==> src/rtl/exp5_sonar.sv <==
// rtl/exp5_sonar.sv - sweeping HC-SR04 sonar: servo stepping, echo ranging, "AAA,DDD#" UART report
module exp5_sonar #(
  parameter int TIME       = 50_000_000,
  parameter int TIMEOUT    = 2_000_000,
  parameter int TRIG_CLKS  = 500,
  parameter int BIT_CLKS   = 434,
  parameter int CM_CLKS    = 2941,
  parameter int PWM_PERIOD = 1_000_000,
  parameter int PWM_BASE   = 50_000,
  parameter int PWM_STEP   = 7_143
) (
  input  logic clock,
  input  logic reset,
  input  logic ligar,
  input  logic echo,
  output logic trigger,
  output logic pwm,
  output logic saida_serial,
  output logic fim_posicao
);

  localparam int HALF_CM = CM_CLKS / 2;

  typedef enum logic [2:0] {
    INICIAL, ESPERA, TRIGGER, MEDE, TRANSMITE, FIM, PROXIMA
  } state_t;

  state_t      state, next_state;
  logic [31:0] cnt, cyc, pwm_cnt, duty, duty_next;
  logic [2:0]  pos_idx, byte_idx;
  logic        dir_up;
  logic [3:0]  bit_idx;
  logic [3:0]  dist2, dist1, dist0, inc2, inc1, inc0;
  logic [3:0]  ang2, ang1;
  logic        echo_m, echo_s, echo_d, measuring;
  logic        rise, cm_inc, meas_timeout, meas_done, bit_end, tx_last;
  logic [7:0]  tx_byte;
  logic [9:0]  tx_frame;

  // Two flops bring echo into the clock domain; the third detects the rise.
  always_ff @(posedge clock or negedge reset) begin
    if (!reset) begin
      echo_m <= 1'b0;
      echo_s <= 1'b0;
      echo_d <= 1'b0;
    end else begin
      echo_m <= echo;
      echo_s <= echo_m;
      echo_d <= echo_s;
    end
  end

  assign rise         = echo_s & ~echo_d;
  assign cm_inc       = (state == MEDE) && ((!measuring && rise) || (measuring && echo_s));
  assign meas_timeout = (state == MEDE) &&
                        ((!measuring && !rise && cnt == TIMEOUT - 1) ||
                         (measuring && echo_s && cnt == TIMEOUT));
  assign meas_done    = meas_timeout || (state == MEDE && measuring && !echo_s);
  assign bit_end      = (cnt == BIT_CLKS - 1);
  assign tx_last      = bit_end && (bit_idx == 4'd9) && (byte_idx == 3'd7);

  always_ff @(posedge clock or negedge reset) begin
    if (!reset) state <= INICIAL;
    else        state <= next_state;
  end

  always_comb begin
    next_state   = state;
    trigger      = 1'b0;
    saida_serial = 1'b1;
    fim_posicao  = 1'b0;
    case (state)
      INICIAL:   if (ligar) next_state = ESPERA;
      ESPERA:    if (cnt == TIME - 1) next_state = TRIGGER;
      TRIGGER: begin
        trigger = 1'b1;
        if (cnt == TRIG_CLKS - 1) next_state = MEDE;
      end
      MEDE:      if (meas_done) next_state = TRANSMITE;
      TRANSMITE: begin
        saida_serial = tx_frame[bit_idx];
        if (tx_last) next_state = FIM;
      end
      FIM: begin
        fim_posicao = 1'b1;
        next_state  = PROXIMA;
      end
      PROXIMA:   next_state = ESPERA;
      default:   next_state = INICIAL;
    endcase
    if (state != INICIAL && !ligar) next_state = INICIAL;
  end

  // Saturating 3-digit BCD increment of the distance.
  always_comb begin
    inc2 = dist2;
    inc1 = dist1;
    inc0 = dist0;
    if (!(dist2 == 4'd9 && dist1 == 4'd9 && dist0 == 4'd9)) begin
      if (dist0 != 4'd9) begin
        inc0 = dist0 + 4'd1;
      end else begin
        inc0 = 4'd0;
        if (dist1 != 4'd9) begin
          inc1 = dist1 + 4'd1;
        end else begin
          inc1 = 4'd0;
          inc2 = dist2 + 4'd1;
        end
      end
    end
  end

  always_comb begin
    ang2 = 4'd0;
    ang1 = 4'd0;
    case (pos_idx)
      3'd0: ang1 = 4'd2;
      3'd1: ang1 = 4'd4;
      3'd2: ang1 = 4'd6;
      3'd3: ang1 = 4'd8;
      3'd4: begin ang2 = 4'd1; ang1 = 4'd0; end
      3'd5: begin ang2 = 4'd1; ang1 = 4'd2; end
      3'd6: begin ang2 = 4'd1; ang1 = 4'd4; end
      default: begin ang2 = 4'd1; ang1 = 4'd6; end
    endcase
  end

  always_comb begin
    tx_byte = 8'h23;
    case (byte_idx)
      3'd0: tx_byte = {4'h3, ang2};
      3'd1: tx_byte = {4'h3, ang1};
      3'd2: tx_byte = 8'h30;
      3'd3: tx_byte = 8'h2C;
      3'd4: tx_byte = {4'h3, dist2};
      3'd5: tx_byte = {4'h3, dist1};
      3'd6: tx_byte = {4'h3, dist0};
      default: tx_byte = 8'h23;
    endcase
  end

  assign tx_frame = {1'b1, tx_byte, 1'b0};

  always_ff @(posedge clock or negedge reset) begin
    if (!reset) begin
      cnt       <= 32'd0;
      cyc       <= 32'd0;
      measuring <= 1'b0;
      dist2     <= 4'd0;
      dist1     <= 4'd0;
      dist0     <= 4'd0;
      bit_idx   <= 4'd0;
      byte_idx  <= 3'd0;
      pos_idx   <= 3'd0;
      dir_up    <= 1'b1;
    end else begin
      cnt <= cnt + 32'd1;
      case (state)
        TRIGGER: begin
          measuring <= 1'b0;
          cyc       <= HALF_CM;
          dist2     <= 4'd0;
          dist1     <= 4'd0;
          dist0     <= 4'd0;
        end
        MEDE: begin
          if (!measuring && rise) begin
            measuring <= 1'b1;
            cnt       <= 32'd1;
          end
          // cyc starts half a centimetre in, so each wrap rounds to nearest cm.
          if (cm_inc) begin
            if (cyc == CM_CLKS - 1) begin
              cyc   <= 32'd0;
              dist2 <= inc2;
              dist1 <= inc1;
              dist0 <= inc0;
            end else begin
              cyc <= cyc + 32'd1;
            end
          end
          if (meas_timeout) begin
            dist2 <= 4'd9;
            dist1 <= 4'd9;
            dist0 <= 4'd9;
          end
        end
        TRANSMITE: begin
          if (bit_end) begin
            cnt <= 32'd0;
            if (bit_idx == 4'd9) begin
              bit_idx  <= 4'd0;
              byte_idx <= byte_idx + 3'd1;
            end else begin
              bit_idx <= bit_idx + 4'd1;
            end
          end
        end
        PROXIMA: begin
          if (dir_up) begin
            if (pos_idx == 3'd7) begin
              pos_idx <= 3'd6;
              dir_up  <= 1'b0;
            end else begin
              pos_idx <= pos_idx + 3'd1;
            end
          end else begin
            if (pos_idx == 3'd0) begin
              pos_idx <= 3'd1;
              dir_up  <= 1'b1;
            end else begin
              pos_idx <= pos_idx - 3'd1;
            end
          end
        end
        default: ;
      endcase
      if (state != TRANSMITE) begin
        bit_idx  <= 4'd0;
        byte_idx <= 3'd0;
      end
      if (next_state != state) cnt <= 32'd0;
    end
  end

  // Duty is only reloaded at the period boundary so no pulse is ever truncated.
  assign duty_next = PWM_BASE + PWM_STEP * {29'd0, pos_idx};

  always_ff @(posedge clock or negedge reset) begin
    if (!reset) begin
      pwm_cnt <= 32'd0;
      duty    <= PWM_BASE;
    end else if (pwm_cnt == PWM_PERIOD - 1) begin
      pwm_cnt <= 32'd0;
      duty    <= duty_next;
    end else begin
      pwm_cnt <= pwm_cnt + 32'd1;
    end
  end

  assign pwm = (pwm_cnt < duty);

endmodule

==> config.mk <==
export PLATFORM = sky130hd
export DESIGN_NAME = exp5_sonar
export DESIGN_NICKNAME = d
export VERILOG_FILES = /design/src/rtl/exp5_sonar.sv
export SDC_FILE = /design/constraint.sdc
export NUM_CORES = 1
export LEC_CHECK = 0
export BUFFER_PORTS_ARGS = -buffer_cell sky130_fd_sc_hd__buf_2
export CAP_MARGIN = 25
export CORE_UTILIZATION = 28
export DETAILED_ROUTE_END_ITERATION = 8
export GPL_TIMING_DRIVEN = 0
export SLEW_MARGIN = 15
export SYNTH_ARGS = -nofsm -noshare
export SYNTH_HDL_FRONTEND = slang
export SYNTH_SLANG_ARGS = --single-unit
==> constraint.sdc <==
create_clock -name clock -period 3.7 [get_ports clock]
set_input_delay 0.74 -clock clock [delete_from_list [all_inputs] [get_ports clock]]
set_output_delay 0.74 -clock clock [all_outputs]
set_load 0.01 [all_outputs]
==> results of run 1 <==
-- layer usage --
metal  track usage [%]  part of all wire (%)  vias up
met5                 0                     0        -
met4             3.899                   1.1        0
met3             2.634                   3.1       15
met2             20.34                    46      110
met1             17.32                    50     3528
li1                  -                     -     3626
-- critical path, cell delays in order (launching register included) --
cell	delay [ns]
sky130_fd_sc_hd__dfstp_2	0.52
sky130_fd_sc_hd__inv_1	0.04
sky130_fd_sc_hd__ha_1	0.29
sky130_fd_sc_hd__a21o_1	0.16
sky130_fd_sc_hd__a21o_1	0.17
sky130_fd_sc_hd__a211o_1	0.29
sky130_fd_sc_hd__a2111oi_0	0.43
sky130_fd_sc_hd__o21ai_0	0.13
sky130_fd_sc_hd__a21oi_1	0.15
sky130_fd_sc_hd__buf_2	0.16
-- through the flow --
stage	setup TNS [ns]	area, um2	utilization (%)	total power [W]
final	0	10250	32.32	0.003308
after global routing	0	10250	32.32	0.003443
after CTS	0	10230	32.26	0.003358
after detailed placement	-0.05661	9661	30.46	0.001679
after global placement	-41.41	9623	30.34	0.001675
after floorplan	0	9085	-	0.001629
-- cell usage in the layout (no fill, tap or decap), types with 40 or more instances in the layout --
cell / n
sky130_fd_sc_hd__a21oi_1: 43
sky130_fd_sc_hd__inv_1: 56
sky130_fd_sc_hd__nand3_1: 48
sky130_fd_sc_hd__nor3_1: 55
sky130_fd_sc_hd__nand2_1: 99
sky130_fd_sc_hd__dfrtp_1: 133
sky130_fd_sc_hd__xor2_1: 40
sky130_fd_sc_hd__ha_1: 63
sky130_fd_sc_hd__nor2_1: 71
sky130_fd_sc_hd__o21ai_0: 45
sky130_fd_sc_hd__xnor2_1: 47
-- area by class of cell --
| class | instances | area (um2) | share of cell area (%) |
|---|---|---|---|
| timing repair buffer | 8 | 72.57 | 0.7079 |
| buffer | 34 | 172.7 | 1.684 |
| clock inverter | 12 | 111.4 | 1.086 |
| tap | 402 | 503.0 | 4.907 |
| sequential | 142 | 3565 | 34.77 |
| multi-input combinational | 757 | 5156 | 50.30 |
| inverter | 57 | 214.0 | 2.087 |
| clock buffer | 20 | 456.7 | 4.455 |
-- logic make-up after synthesis --
group           Yosys count  share of synthesized area (%)
simple gates            418                          24.46
compound gates          173                          12.88
flops                   142                          39.21
buf+inv                  91                          4.242
xor+xnor                 87                          8.387
fa+ha+maj                67                          9.475
mux                      12                          1.350
-- registers in the layout, summed over array words and instances (netlist names) --
register   flops
bit_idx        4
byte_idx       3
cnt           32
cyc           32
dir_up         1
dist0          4
dist1          4
dist2          4
duty          16
echo_d         1
echo_m         1
echo_s         1
measuring      1
pos_idx        3
pwm_cnt       32
state          3
-- final timing paths --
kind	start	endpoint	slack (ns)	cells after the start
min	reset	duty[13]	0.18	1
max in group asynchronous	reset	pos_idx[1]	2.70	2
min reg2reg	echo_m	echo_s	0.35	0
max	duty[9]	pwm	0.18	9
min in group clock	echo_m	echo_s	0.35	0
max reg2reg	pos_idx[0]	duty[16]	0.27	9
-- report_power, final --
group,internal (W),leakage [nW],switching (W)
Sequential,0.00156,1.93,0.00000691
Combinational,0.0000226,2.23,0.0000591
Clock,0.000963,0.273,0.000698
Total,0.00254,4.43,0.000764
-- what timing repair did --
action / in CTS / in global routing
setup endpoints to repair: 2 / 3
resized for setup: 2 / 6
gates cloned: 0 / 0
==> metrics.cfg, run 1 <==
[sta]
unrepaired_setup_endpoints_after_global_routing=no
setup-violations-final=0
maxSlewHeadroom_pct=49.85
fmax_mhz=284.4
report.final.hold_viol_count=0
whs_ns=0.1828
slew_viol_final=0
finClkSkew_ns=0.009431
fin_ws_ns=0.1835
worst_margin_pin_slew_ns=0.7465
period_needed_ns=3.516
final_min_period_over_clock_period_pct=95.04

[power]
power.ir.vdd_worst_mv=0.3327
power.static_leakage_nw=4.429
power_density_nw_per_um2=322.7

[worst_setup_path]
endpoint_arrival_time_on_the_critical_path_ns=2.78
criticalPathCategory=reg2out
cp_data_required_time_ns=2.96
crit_path_max_fanout=2
crit_path_start_kind=flop
worst_setup_path_end_kind=primary output

[synthesis]
synth_seq_area_share_pct=39.21
asyncSetResetFlopFracSynth_pct=100.0
post_synth_instance_area_um2=9085
synth_enable_flop_cells=0
synth_flop_cell=sky130_fd_sc_hd__dfrtp_1
synth_commonest_cells=sky130_fd_sc_hd__dfrtp_1, sky130_fd_sc_hd__nand2_1, sky130_fd_sc_hd__nor2_1, sky130_fd_sc_hd__ha_1, sky130_fd_sc_hd__inv_1
synth.area.top_cells=sky130_fd_sc_hd__dfrtp_1, sky130_fd_sc_hd__ha_1, sky130_fd_sc_hd__xnor2_1, sky130_fd_sc_hd__nand2_1, sky130_fd_sc_hd__xor2_1
syn_avg_cell_area_um2=9.177
synth_top_area_share_pct=37.18
ys_seq_elements=142
yosysMostFrequentCell=sky130_fd_sc_hd__dfrtp_1
yosys.area.top_type=sky130_fd_sc_hd__dfrtp_1
synthesis.instances=990
ys.warnings.count=0
postSynthNetCount=1061
count_of_cell_types_in_the_netlist=78

[final_layout]
fin_nets=1088
fillers=3287
layout-drive-gt1-share_pct=8.252
layout.cells.non_filler=1432
insertedDiodeCount=0
areaGrowthSynthToFinish_pct=12.84

[run]
max-cap-violations=0

[die]
die_area_um2=33170
starting_density_of_the_core_pct=28.64
height_of_the_chip_um=182.1
std_cell_rows=65
core-area_um2=31720
io-pin-count=8
floorplan.die.width_um=182.1

[route]
count_of_antenna_violating_nets_left_after_detailed_routing=0
route.detailed.vias_per_inst=5.083
route.vias.total=7279
post_drt_wl_per_cell_um=14.17
drc=0
detail_route.first_pass.iterations=5
drt_iter0_markers=458
postRouteWirelength_mm=20.30

[global_route]
grt_pass1_wl_mm=34.79
groute.usage.overall_pct=12.77
maximum_number_of_pins_on_one_net_before_global_route_repair=100
grt_pass1_vias=7040
grt_antenna_before_repair=0
globalRouteOverflowTotal=0

[place]
gpl.final_weighted_congestion=0.8076
hpwlAfterDp_mm=14.35
number_of_cells_after_detailed_placement=1400
dpl_worst_slack_ns=-0.05661
port-buffer-count=7

[clocking]
tritoncts_num_sinks=142
post-cts-setup-buffers=0
clock_tree.htree_level_count=4
cts_buffer_depth=2
cts_bufs_inserted=17
clockRootBuffer=sky130_fd_sc_hd__clkbuf_16
clock_tree_from_tritoncts=yes
cts.hold.buffers_added=0
clk_pin_slew_worst_paths_ns=0.06
worstSkewPairLatency_ns=0.43

[outcome]
status=complete, no violations

[hold_path]
min_path_type=in2async

Power figures use the tool's default switching activity.
==> inputs of run 2 (changes only) <==
==> constraint.sdc (replaced) <==
create_clock -name clock -period 3 [get_ports clock]
set_input_delay 0.6 -clock clock [delete_from_list [all_inputs] [get_ports clock]]
set_output_delay 0.6 -clock clock [all_outputs]
set_load 0.01 [all_outputs]
==> run 2 against run 1 <==
- the flow now finishes with violations (setup timing)
- setup slack worse by 0.26 ns
- sequential power up 23%
- total power up 34%
- first-iteration DRC count fell by 7.2%
- critical path depth unchanged
- final area grew 4.6%
- critical path type unchanged
- worst hold slack got worse by 0.083 ns
- largest power group unchanged
- cell count up 1.5%
- routed wire length up 3.0%
- register-to-register slack lost 0.27 ns
- clock power is 44% higher
==> metrics.cfg, run 2 (synthesized netlist as in run 1, its figures left out) <==
[sta]
fmax_mhz=324.9
period_needed_ns=3.078
totalNegativeSetupSlack_ns=-0.1338  ; was 0 ns
setup-violations-final=3  ; was 0
fin_ws_ns=-0.07800  ; was 0.1835 ns
unrepaired_setup_endpoints_after_global_routing=yes  ; was no
worst_margin_pin_slew_ns=0.8259  ; was 0.7465 ns
maxSlewHeadroom_pct=44.52  ; was 49.85%
report.final.hold_viol_count=0  ; unchanged
final_min_period_over_clock_period_pct=102.6
finClkSkew_ns=0.01043  ; was 0.009431 ns
slew_viol_final=0  ; unchanged
whs_ns=0.09941  ; was 0.1828 ns

[route]
route.detailed.vias_per_inst=5.083  ; about the same
count_of_antenna_violating_nets_left_after_detailed_routing=0  ; unchanged
drc=0  ; unchanged
detail_route.first_pass.iterations=6  ; was 5
post_drt_wl_per_cell_um=14.39  ; was 14.17 um
route.vias.total=7386  ; was 7,279
postRouteWirelength_mm=20.91  ; was 20.30 mm
drt_iter0_markers=425  ; was 458

[final_layout]
reg.largest.list=cnt (32), cyc (32), pwm_cnt (32)  ; unchanged
seq_area_um2=3568  ; was 3565 um2
layout.cells.non_filler=1453  ; was 1,432
layout_commonest_cell=sky130_fd_sc_hd__dfrtp_1  ; unchanged
layout-drive-gt1-share_pct=12.84  ; was 8.252%
final_core_util_pct=33.82  ; was 32.32%
insertedDiodeCount=0  ; unchanged
fin_nets=1109  ; was 1,088
multi_input_comb_area_um2=5361  ; was 5156 um2
final_cell_mix=sky130_fd_sc_hd__dfrtp_1, sky130_fd_sc_hd__nand2_1, sky130_fd_sc_hd__nor2_1  ; unchanged
fillers=3230  ; was 3,287
areaGrowthSynthToFinish_pct=18.07  ; was 12.84%

[clocking]
clock_tree.htree_level_count=4  ; unchanged
clock_tree_from_tritoncts=yes  ; unchanged
cts_bufs_inserted=17  ; unchanged
worstSkewPairLatency_ns=0.43  ; about the same
clk_pin_slew_worst_paths_ns=0.06  ; about the same
clockRootBuffer=sky130_fd_sc_hd__clkbuf_16  ; unchanged
cts_buffer_depth=2  ; unchanged
tritoncts_num_sinks=142  ; unchanged
cts.hold.buffers_added=0  ; unchanged

[worst_setup_path]
r2r_slack_ns=0  ; was 0.27 ns
crit_path_start_kind=flop  ; unchanged
worst_setup_path_end_kind=primary output  ; unchanged
criticalPathCategory=reg2out  ; unchanged
endpoint_arrival_time_on_the_critical_path_ns=2.48  ; was 2.78 ns
cp_data_required_time_ns=2.40  ; was 2.96 ns
crit_path_max_fanout=2  ; unchanged

[global_route]
met3_capacity_usage_during_global_routing_pct=2.415  ; was 2.634%
grt_pass1_wl_mm=36.09  ; was 34.79 mm
grtUsageMet2_pct=20.66  ; was 20.34%
groute.usage.overall_pct=13.28  ; was 12.77%
maximum_number_of_pins_on_one_net_before_global_route_repair=80  ; was 100
grt_pass1_vias=7316  ; was 7,040
use_met1_pct=18.18  ; was 17.32%
grt-busiest-layer=met2  ; unchanged
globalRouteOverflowTotal=0  ; unchanged
grt_antenna_before_repair=0  ; unchanged

[place]
gpl.final_weighted_congestion=0.8081  ; was 0.8076
port-buffer-count=7  ; unchanged
hpwlAfterDp_mm=14.36  ; was 14.35 mm
number_of_cells_after_detailed_placement=1400  ; unchanged

[die]
height_of_the_chip_um=182.1  ; unchanged
core-area_um2=31720  ; unchanged
die_area_um2=33170  ; unchanged
std_cell_rows=65  ; unchanged
floorplan.die.width_um=182.1  ; unchanged
starting_density_of_the_core_pct=28.64  ; unchanged
io-pin-count=8  ; unchanged

[run]
max-cap-violations=0  ; unchanged

[power]
power_density_nw_per_um2=412.3  ; was 322.7 nW/um2
power.static_leakage_nw=4.622  ; was 4.429 nW
power.ir.vdd_worst_mv=0.3923  ; was 0.3327 mV
p_total_w=0.004422  ; was 0.003308 W

[outcome]
failing_checks=setup timing
status=finished with violations  ; was complete, no violations

[hold_path]
min_path_type=in2async  ; unchanged

==> run 2: path summary, 6_finish.rpt <==
path / start / endpoint / cells past startpoint
max reg2reg: pos_idx[0] / duty[13] / 10
max: duty[9] / pwm / 9
min in group clock: echo / echo_m / 1
min reg2reg: echo_m / echo_s / 0
min: reset / duty[13] / 1
max in group asynchronous: reset / byte_idx[1] / 2
==> run 2: per-layer routing <==
metal  up-vias  part of all wire [%]
met5         -                     0
met4         0                   1.4
met1      3617                    50
met2        97                    46
li1       3650                     -
met3        22                   2.8
==> run 2: cell type report <==
cell class / instances / share of cell area, %
multi-input cells: 757 / 49.98
clock inverters: 10 / 1.715
clock buffers: 22 / 4.421
repair buffers: 29 / 2.216
inverters: 57 / 2.018
well taps: 402 / 4.689
plain buffers: 34 / 1.691
flip-flops and latches: 142 / 33.27
==> run 2: worst max-delay path: stages, from the launching register on <==
cell and delay (ns):
sky130_fd_sc_hd__dfstp_2 0.52, sky130_fd_sc_hd__inv_2 0.04, sky130_fd_sc_hd__ha_4 0.20, sky130_fd_sc_hd__a21o_1 0.15
sky130_fd_sc_hd__a21o_1 0.15, sky130_fd_sc_hd__a211o_1 0.29, sky130_fd_sc_hd__a2111oi_4 0.28, sky130_fd_sc_hd__o21ai_1 0.09
sky130_fd_sc_hd__a21oi_1 0.15, sky130_fd_sc_hd__buf_2 0.16
==> run 2: repair_timing <==
item | in CTS | in global routing
setup endpoints to repair | 6 | 6
resized for setup | 35 | 12
pin swaps | 15 | 6
buffers inserted | 15 | 6
cloned | 0 | 0
==> run 2: metrics by stage <==
step	setup WS, ns	area, um2
6_report	-0.07800	10730
2_1_floorplan	0.004128	9121
5_1_grt	-0.1873	10730
4_1_cts	-0.1315	10610
3_3_place_gp	-1.155	9659
3_5_place_dp	-0.2862	9697
==> run 2: report_power, final <==
| part | switching [W] | leakage, nW | internal, W | total (W) |
|---|---|---|---|---|
| Combinational | 0.0000741 | 2.38 | 0.0000280 | 0.000102 |
| Sequential | 0.00000810 | 1.92 | 0.00192 | 0.00193 |
| Clock | 0.000846 | 0.317 | 0.00154 | 0.00239 |
